## src/rtl/conv_ctrl.sv

```systemverilog
// Arbitrating controller feeding a shared 2-tap engine from two requesters.
// Optional wait-for-engine timeout enabled by defining CONV_CTRL_TIMEOUT_EN.
module conv_ctrl #(
    parameter int DW      = 12,
    parameter int K0_INIT = 2,
    parameter int K1_INIT = 5,
    parameter int TIMEOUT = 15
) (
    input  logic            clk,
    input  logic            reset,
    input  logic            req0_valid,
    input  logic            req1_valid,
    input  logic [DW-1:0]   req0_d0,
    input  logic [DW-1:0]   req0_d1,
    input  logic [DW-1:0]   req1_d0,
    input  logic [DW-1:0]   req1_d1,
    output logic            req0_ready,
    output logic            req1_ready,
    input  logic            cfg_we,
    input  logic            cfg_sel,
    input  logic [DW-1:0]   cfg_data,
    output logic            eng_start,
    output logic [DW-1:0]   eng_d0,
    output logic [DW-1:0]   eng_d1,
    output logic [DW-1:0]   eng_k0,
    output logic [DW-1:0]   eng_k1,
    input  logic            eng_done,
    input  logic [2*DW-1:0] eng_res,
    output logic            res_valid,
    output logic            res_id,
    output logic [2*DW-1:0] res_data,
    output logic            res_err,
    input  logic            res_ready,
    output logic            busy
);
    localparam logic [1:0] S_IDLE  = 2'd0;
    localparam logic [1:0] S_ISSUE = 2'd1;
    localparam logic [1:0] S_WAIT  = 2'd2;
    localparam logic [1:0] S_OUT   = 2'd3;

    logic [1:0]    state;
    logic [DW-1:0] k0, k1;
    logic          last;
    logic          gnt1, accept;

    // Requester 1 wins a tie only when requester 0 was served last.
    assign gnt1       = req1_valid & (~req0_valid | ~last);
    assign req0_ready = (state == S_IDLE) & req0_valid & ~gnt1;
    assign req1_ready = (state == S_IDLE) & gnt1;
    assign accept     = req0_ready | req1_ready;
    assign eng_start  = (state == S_ISSUE);
    assign busy       = (state != S_IDLE);

`ifdef CONV_CTRL_TIMEOUT_EN
    localparam int TW = $clog2(TIMEOUT + 1);
    logic [TW-1:0] tcnt;
`else
    assign res_err = 1'b0;
`endif

    always_ff @(posedge clk or negedge reset) begin
        if (!reset) begin
            state     <= S_IDLE;
            k0        <= DW'(K0_INIT);
            k1        <= DW'(K1_INIT);
            last      <= 1'b1;
            eng_d0    <= '0;
            eng_d1    <= '0;
            eng_k0    <= '0;
            eng_k1    <= '0;
            res_valid <= 1'b0;
            res_id    <= 1'b0;
            res_data  <= '0;
`ifdef CONV_CTRL_TIMEOUT_EN
            res_err   <= 1'b0;
            tcnt      <= '0;
`endif
        end else begin
            // Operands snapshot the pre-write coefficients, so a same-cycle write misses this op.
            if (cfg_we) begin
                if (cfg_sel) k1 <= cfg_data;
                else         k0 <= cfg_data;
            end
            case (state)
                S_IDLE: begin
                    if (accept) begin
                        eng_d0 <= gnt1 ? req1_d0 : req0_d0;
                        eng_d1 <= gnt1 ? req1_d1 : req0_d1;
                        eng_k0 <= k0;
                        eng_k1 <= k1;
                        res_id <= gnt1;
                        last   <= gnt1;
                        state  <= S_ISSUE;
                    end
                end
                S_ISSUE: state <= S_WAIT;
                S_WAIT: begin
                    if (eng_done) begin
                        res_data  <= eng_res;
                        res_valid <= 1'b1;
                        state     <= S_OUT;
`ifdef CONV_CTRL_TIMEOUT_EN
                        res_err   <= 1'b0;
                        tcnt      <= '0;
                    end else if (tcnt == TW'(TIMEOUT - 1)) begin
                        res_data  <= '0;
                        res_err   <= 1'b1;
                        res_valid <= 1'b1;
                        tcnt      <= '0;
                        state     <= S_OUT;
                    end else begin
                        tcnt <= tcnt + 1'b1;
`endif
                    end
                end
                S_OUT: begin
                    if (res_ready) begin
                        res_valid <= 1'b0;
                        state     <= S_IDLE;
                    end
                end
                default: state <= S_IDLE;
            endcase
        end
    end
endmodule

```

## config.mk

```make
export PLATFORM = sky130hd
export DESIGN_NAME = conv_ctrl
export DESIGN_NICKNAME = d
export VERILOG_FILES = /design/src/rtl/conv_ctrl.sv
export SDC_FILE = /design/constraint.sdc
export NUM_CORES = 1
export LEC_CHECK = 0
export CAP_MARGIN = 20
export CELL_PAD_IN_SITES_DETAIL_PLACEMENT = 1
export CELL_PAD_IN_SITES_GLOBAL_PLACEMENT = 1
export CORE_ASPECT_RATIO = 1.4
export CORE_MARGIN = 4
export CORE_UTILIZATION = 36
export DETAILED_ROUTE_END_ITERATION = 7
export PLACE_DENSITY_LB_ADDON = 0.1
export SYNTH_ARGS = -nofsm -noshare
export SYNTH_HDL_FRONTEND = slang
export SYNTH_SLANG_ARGS = --single-unit
```

## constraint.sdc

```tcl
create_clock -name clk -period 3.8 [get_ports clk]
set_clock_uncertainty 0.05 [all_clocks]
set_input_delay 0.95 -clock clk [delete_from_list [all_inputs] [get_ports clk]]
set_output_delay 0.95 -clock clk [all_outputs]
set_load 0.05 [all_outputs]
```

# Yosys cells after proc, flatten, opt, wreduce, memory -nomap -nowiden

Cells that the tools add are included.
W data, S select, Z words.

Flip-flop bits (word level): 101
Output and inout bits: 79
Word-level logic and storage cells: 45

Equality and inequality tests: 6
Multiplexer cells: 9
Bitwise logic cells: 10
Reduce and logical (&&, ||, !) cells: 9

Operators by type and width:

| cell                 | number |
|---|---|
| $mux W12             | 2 |
| $pmux W2 S4          | 1 |
| $reduce_and A2 Y1    | 4 |
| $mux W2              | 3 |
| $ne A2 B2 Y1 const B | 3 |
| $reduce_and A3 Y1    | 2 |
| $and A1 B1 Y1        | 4 |
| $eq A2 B2 Y1 const B | 2 |
| $not A1 Y1           | 4 |
| $reduce_bool A2 Y1   | 2 |
| $eq A2 B1 Y1 const B | 1 |
| $logic_not A2 Y1     | 1 |
| $mux W1              | 2 |
| $or A1 B1 Y1         | 2 |
| $pmux W1 S2          | 1 |

# Depth between registers and ports, before layout

Gate-level depths: netlist of the first run.

Depth after elaboration: 8
Depth in mapped cells: 6

# Worst setup path after synthesis of the first run

No wires, ideal clock.

Path type: register -> output
Start: register state[0]
End: output req1_ready
Arrival time: 2080 ps
Required time: 2800 ps
Setup slack: 720 ps
Cell stages (with the launch flop): 7
Cell sequence: dfrtp_1 inv_1 ha_1 buf_2 buf_1 inv_1 nor2_1

Longest elaborated chain between the ends: 2

Ends and longest elaborated chain:

| item                   | line | source |
|---|---|---|
| start, declared        | 41   | `logic [1:0] state;` |
| start signal, assigned | 63   | `state <= S_IDLE;` |
| start signal, assigned | 93   | `state <= S_ISSUE;` |
| start signal, assigned | 96   | `S_ISSUE: state <= S_WAIT;` |
| $logic_not A2 Y1       | 49   | `assign req1_ready = (state == S_IDLE) & gnt1;` |
| $and A1 B1 Y1          | 49   |  |
| end, declared          | 18   | `output logic req1_ready,` |

No other way between the ends.

# Final worst setup path of the first run

Start: register state[0]
End: output req0_ready

Longest elaborated chain between the ends: 3

Ends and longest elaborated chain:

| item                        | line | source |
|---|---|---|
| $logic_not A2 Y1            | 48   | `assign req0_ready = (state == S_IDLE) & req0_valid & ~gnt1;` |
| $and A1 B1 Y1 (2 in series) | 48   |  |
| end, declared               | 17   | `output logic req0_ready,` |

No other way between the ends.

==> impl_metrics.ini, run 1 <==
[placed_design]
buffer_ports.inserted = 169
hpwlAfterDp_um = 7830
post-place-cells = 599
gp_routability_congestion = 0.748
dpl_worst_slack_ns = 0.742

[clock_network]
cts_made_buffers = 9
cts_setup_buffers = 0
cts_num_sinks = 101
cts.clk_slew.worst_paths_ns = 0.07
clk_latency_ns = 0.33
cts_tree = yes
cts_repair_resize_count = 0
holdBufCountCts = 0
clock_tree.root_cell = sky130_fd_sc_hd__clkbuf_16
htree_levels = 3
clockBufferDepth = 2

[timing]
worstMarginPinSlew_ns = 0.964
post-route-min-period_ns = 3.09
setup_viol_count_final = 0
max_slew_margin_pct = 35.7
timing.setup.tns_ns = 0
report.final.slew_viol_count = 0
hold_ws_ns = 0.441
rsz0062_at_grt = no
setup_slack_ns = 0.706
final_min_period_over_clock_period_pct = 81.4
maxClockFrequency_ghz = 0.323
finalHoldViolCount = 0

[job]
cap_violations = 0

[global_routing]
first_global_vias = 3307
grt_overflow_total = 0
global_route_usage_sum_pct = 16.0
antenna_violations_before_repair = 0
largest_net_degree_at_the_start_of_global_routing = 78
grt_first_pass_wirelength_um = 17000

[run_status]
run_status = finished clean

[cells_and_area]
filler_cell_count = 1144
area_growth_syn_to_layout_pct = 50.4
final_cell_count_no_fill = 615
fin_nets = 563
antenna-diode-count = 0
share_of_cells_above_drive_strength_1_pct = 20.8
register_area_um2 = 2530
multi_input_comb_area_um2 = 1560

[critical_path]
worstSetupPathType = reg2out
cp.arrival_ns = 2.09
setup.worst_path.start_class = flip-flop
cp_data_required_time_ns = 2.80
critPathCaptureType = primary output
cp_max_fo = 51

[synthesis]
synth-seq-cells = 101
synth_largest_type_area_fraction_pct = 57.5
yosys_warnings = 0
synthDistinctLibCells = 27
synth_most_common_cell = sky130_fd_sc_hd__dfrtp_1
proportion_of_register_bits_with_asynchronous_set_or_reset_after_synthesis_pct = 100
mappedNetlistArea_um2 = 4220
synth_top_area_cell = sky130_fd_sc_hd__dfrtp_1
syn_inst = 300
synth_area_per_cell_um2 = 14.1
post_synth_top_cells = 97 x sky130_fd_sc_hd__dfrtp_1, 63 x sky130_fd_sc_hd__mux2_2, 25 x sky130_fd_sc_hd__mux2i_1
postSynthNetCount = 397
synth_edf_count = 0
synth.top_cells.by_area = sky130_fd_sc_hd__dfrtp_1 57%, sky130_fd_sc_hd__mux2_2 17%, sky130_fd_sc_hd__mux2i_1 5.9%
postSynth.topFlopCell = sky130_fd_sc_hd__dfrtp_1
synth_seq_area_share_pct = 60.0

[pwr]
ir_drop_mv = 0.321
pwr_density_cell_nw_per_um2 = 976
total_power_w = 0.00620
leakage_nw = 2.67

[routing]
wirelength_um = 10700
detail_route.first_pass.iterations = 4
route.antenna.remaining_nets = 0
vias = 3033
wire_per_inst_um = 17.4
drt-vias-per-instance = 4.93
drc = 0
drt_iter0_drc = 67

[die]
io_pins = 171
initial_core_util_pct = 37.0
fp.dieArea_um2 = 13500
num_rows = 46
die_boundary_width_um = 99.5
core_region_area_um2 = 11400
dieHeight_um = 136

[worst_hold_path]
worst_hold_path_type = reg2reg
[metal layers]
metal  vias to the layer above  wire length (um)  GRT usage (%)
met5                         -                 0              0
met4                         0               165           5.16
met3                        11               911           5.80
met2                       113              5580           27.8
met1                      1500              4040           18.1
li1                       1409                 -              -
[critical path: stages (launching register included)]
cell and delay, ns:
sky130_fd_sc_hd__dfrtp_1 0.42, sky130_fd_sc_hd__inv_1 0.13, sky130_fd_sc_hd__ha_2 0.20, sky130_fd_sc_hd__buf_4 0.43, sky130_fd_sc_hd__nand2_1 0.20, sky130_fd_sc_hd__nor2_1 0.15
sky130_fd_sc_hd__buf_4 0.22
[cell usage in the layout, fill, tap and decap left out, types with 2 or more instances in the layout]
cell type / count
sky130_fd_sc_hd__a31oi_1: 24
sky130_fd_sc_hd__nand2_1: 6
sky130_fd_sc_hd__clkdlybuf4s50_1: 166
sky130_fd_sc_hd__a21oi_1: 24
sky130_fd_sc_hd__mux2i_1: 25
sky130_fd_sc_hd__inv_6: 2
sky130_fd_sc_hd__dfrtp_1: 97
sky130_fd_sc_hd__inv_1: 4
sky130_fd_sc_hd__ha_1: 4
sky130_fd_sc_hd__o21ai_0: 3
sky130_fd_sc_hd__nor2b_1: 3
sky130_fd_sc_hd__dfstp_2: 4
sky130_fd_sc_hd__bufinv_16: 2
sky130_fd_sc_hd__buf_4: 10
sky130_fd_sc_hd__nor2_1: 2
sky130_fd_sc_hd__mux2_2: 63
sky130_fd_sc_hd__clkbuf_16: 9
sky130_fd_sc_hd__mux2_1: 10
[metrics by stage]
step / util, % / cell area (um2)
after global routing: 55.7 / 6350
after floorplan: - / 4220
after detailed placement: 52.9 / 6020
final: 55.7 / 6350
after CTS: 55.7 / 6350
after global placement: 52.9 / 6020
[state kept, by name (all words and copies together), names as in the netlist]
signal     cells
state          2
res_id         1
last           1
k0            12
k1            12
eng_k0        12
res_data      24
eng_d1        12
eng_k1        12
res_valid      1
eng_d0        12
[cell type report]
| class | count | area share, % |
|---|---|---|
| well taps | 144 | 2.84 |
| clock inverters | 5 | 1.30 |
| repair buffers | 176 | 27.4 |
| flip-flops and latches | 101 | 39.9 |
| clock buffers | 11 | 3.82 |
| inverters | 5 | 0.296 |
| multi-input cells | 173 | 24.5 |
[power breakdown]
part / leakage, nW / switching, W / internal [W]
clock network: 0.161 / 0.000399 / 0.000599
registers: 1.17 / 0.000252 / 0.00154
logic: 1.34 / 0.00218 / 0.00123
total: 2.67 / 0.00283 / 0.00337
[logic make-up after synthesis]
family	Yosys count	synth area share [%]
DFF	101	60.0
muxes	98	25.4
AOI/OAI and AO/OA	56	8.06
buffers and inverters	26	3.41
and+or+nand+nor	13	1.57
adders and majority gates	5	1.48
other	1	0.0888
[final timing paths]
check | from | end | slack (ns) | depth (start not counted)
max in group asynchronous | reset | k1[3] | 2.19 | 2
setup reg to reg | state[0] | state[1] | 1.50 | 6
hold / removal | k0[0] | eng_k0[0] | 0.44 | 1
hold reg to reg | k0[0] | eng_k0[0] | 0.44 | 1
setup / recovery | state[0] | req0_ready | 0.71 | 6
min in group asynchronous | reset | res_data[11] | 0.71 | 1
No activity file was read; power rests on OpenSTA's default activity.
==> run 2, diff against run 1 <==
Settings changed: CORE_UTILIZATION 36 to 30.
Clock period 3.8 ns to 2.5 ns, I/O delays scaled along.
==> impl_metrics.ini, run 2 (synthesis gave the netlist of run 1 again) <==
[timing]
post-route-min-period_ns = 2.39
report.final.slew_viol_count = 0
setup_viol_count_final = 0
final_min_period_over_clock_period_pct = 95.7
finalHoldViolCount = 0
max_slew_margin_pct = 62.5
worstMarginPinSlew_ns = 0.560
timing.setup.tns_ns = 0
hold_ws_ns = 0.151
maxClockFrequency_ghz = 0.418
rsz0062_at_grt = no

[clock_network]
clockBufferDepth = 2
clk_latency_ns = 0.34
cts_made_buffers = 9
clock_tree.root_cell = sky130_fd_sc_hd__clkbuf_16
cts_repair_resize_count = 0
htree_levels = 3
holdBufCountCts = 0
cts.clk_slew.worst_paths_ns = 0.07
cts_setup_buffers = 0
cts_num_sinks = 101
cts_tree = yes

[cells_and_area]
largest_register_ff_count = 24
antenna-diode-count = 0
share_of_cells_above_drive_strength_1_pct = 22.0
mostFrequentLayoutCells = 164 x sky130_fd_sc_hd__clkdlybuf4s50_1, 97 x sky130_fd_sc_hd__dfrtp_1, 63 x sky130_fd_sc_hd__mux2_2
final_common_cell = sky130_fd_sc_hd__clkdlybuf4s50_1
fin_nets = 565
area_growth_syn_to_layout_pct = 52.7
largest-register = res_data

[pwr]
pwr-share-comb_pct = 55.6
clock_power_share_pct = 15.6
switching_component_of_the_power_w = 0.00433
power.share.sequential_pct = 28.9
pwr_density_cell_nw_per_um2 = 1460
leakage_nw = 2.69
power.switching_fraction_pct = 46.2
ir_drop_mv = 0.560
cell_internal_pwr_w = 0.00506

[critical_path]
setup.reg_to_reg.worst_slack_ns = 0.60
timing.rr.end = eng_k1[2]
worst-path-buf-inv = 3
timing.critical_path.slowest_cell_delay_ns = 0.52
reg2reg_from = state[0]
cp-startpoint = req1_valid
cp.arrival_ns = 1.72
crit_path_top_delay_cell = sky130_fd_sc_hd__clkdlybuf4s50_1
cp_max_fo = 3
cp_top_family = buffers and inverters
setup.worst_path.start_class = input pin
timing.critical_path.cells = clkdlybuf4s50_1 > a21boi_4 > inv_2 > nor2_4 > buf_12
cp_data_required_time_ns = 1.82
timing.reg2reg.worst_path_depth = 5
worstSetupPathType = in2out
critPathCaptureType = primary output

[routing]
drt-vias-per-instance = 4.64
route.antenna.remaining_nets = 0
drc = 0
vias = 3051
wire_per_inst_um = 17.0
drt_iter0_drc = 65
detail_route.first_pass.iterations = 2
wirelength_um = 11200

[die]
fp.dieArea_um2 = 16100
die_boundary_width_um = 108
num_rows = 51
dieHeight_um = 148
io_pins = 171
core_region_area_um2 = 13800
initial_core_util_pct = 30.5

[placed_design]
gp_routability_congestion = 0.688
buffer_ports.inserted = 169
hpwlAfterDp_um = 8250

[global_routing]
grt_first_pass_wirelength_um = 17700
largest_net_degree_at_the_start_of_global_routing = 56
global_route_usage_sum_pct = 14.2
first_global_vias = 3267
antenna_violations_before_repair = 0
grt_overflow_total = 0

[run_status]
run_status = finished clean

[job]
cap_violations = 0

[worst_hold_path]
worst_hold_path_type = in2async
run 2: stage by stage:
| stage | power (W) | utilization [%] | cells | instance area [um2] | worst slack, ns |
|---|---|---|---|---|---|
| floorplan | 0.00618 | - | 300 | 4230 | 0.0753 |
| global placement | 0.00793 | 44.3 | 642 | 6130 | 0.149 |
| detailed placement | 0.00804 | 44.3 | 642 | 6130 | 0.113 |
| CTS | 0.00955 | 46.5 | 658 | 6440 | 0.104 |
| global route | 0.00990 | 46.5 | 658 | 6440 | 0.0694 |
| finish | 0.00939 | 46.5 | 658 | 6440 | 0.107 |
run 2: layer usage:
| metal | global-route usage (%) | vias up | wire length [um] |
|---|---|---|---|
| met1 | 15.8 | 1510 | 4200 |
| li1 | - | 1416 | - |
| met3 | 4.86 | 13 | 1010 |
| met5 | 0 | - | 0 |
| met4 | 5.69 | 0 | 202 |
| met2 | 24.7 | 112 | 5750 |
run 2: worst max path at each step:
| stage | end | slack, ns | cells past startpoint |
|---|---|---|---|
| after floorplan | req0_ready | 0.08 | 4 |
| after global placement | eng_d1[3] | 0.15 | 5 |
| after detailed placement | eng_d1[11] | 0.11 | 5 |
| after CTS | req1_ready | 0.10 | 5 |
| after global routing | req1_ready | 0.07 | 5 |
| final | req1_ready | 0.11 | 5 |
run 2: power by group through the flow:
stage,clock network (W),logic (W),registers (W)
final,0.00146,0.00522,0.00271
after global routing,0.00159,0.00550,0.00280
after CTS,0.00152,0.00531,0.00273
after detailed placement,0,0.00530,0.00275
after global placement,0,0.00522,0.00271
after floorplan,0,0.00137,0.00481
run 2: worst register-to-register path, stage by stage (launching register included):
cell	delay, ns
sky130_fd_sc_hd__dfrtp_1	0.40
sky130_fd_sc_hd__inv_1	0.10
sky130_fd_sc_hd__ha_1	0.26
sky130_fd_sc_hd__a22o_2	0.29
sky130_fd_sc_hd__nand2_4	0.30
sky130_fd_sc_hd__mux2_2	0.40
run 2: cell type report:
type                            count  area, um2
Clock buffer                       10        239
Clock inverter                      6       76.3
Fill cell                        1471       7400
Inverter                            5       18.8
Multi-Input combinational cell    173       1560
Sequential cell                   101       2530
Tap cell                          185        231
Timing Repair Buffer              178       1780
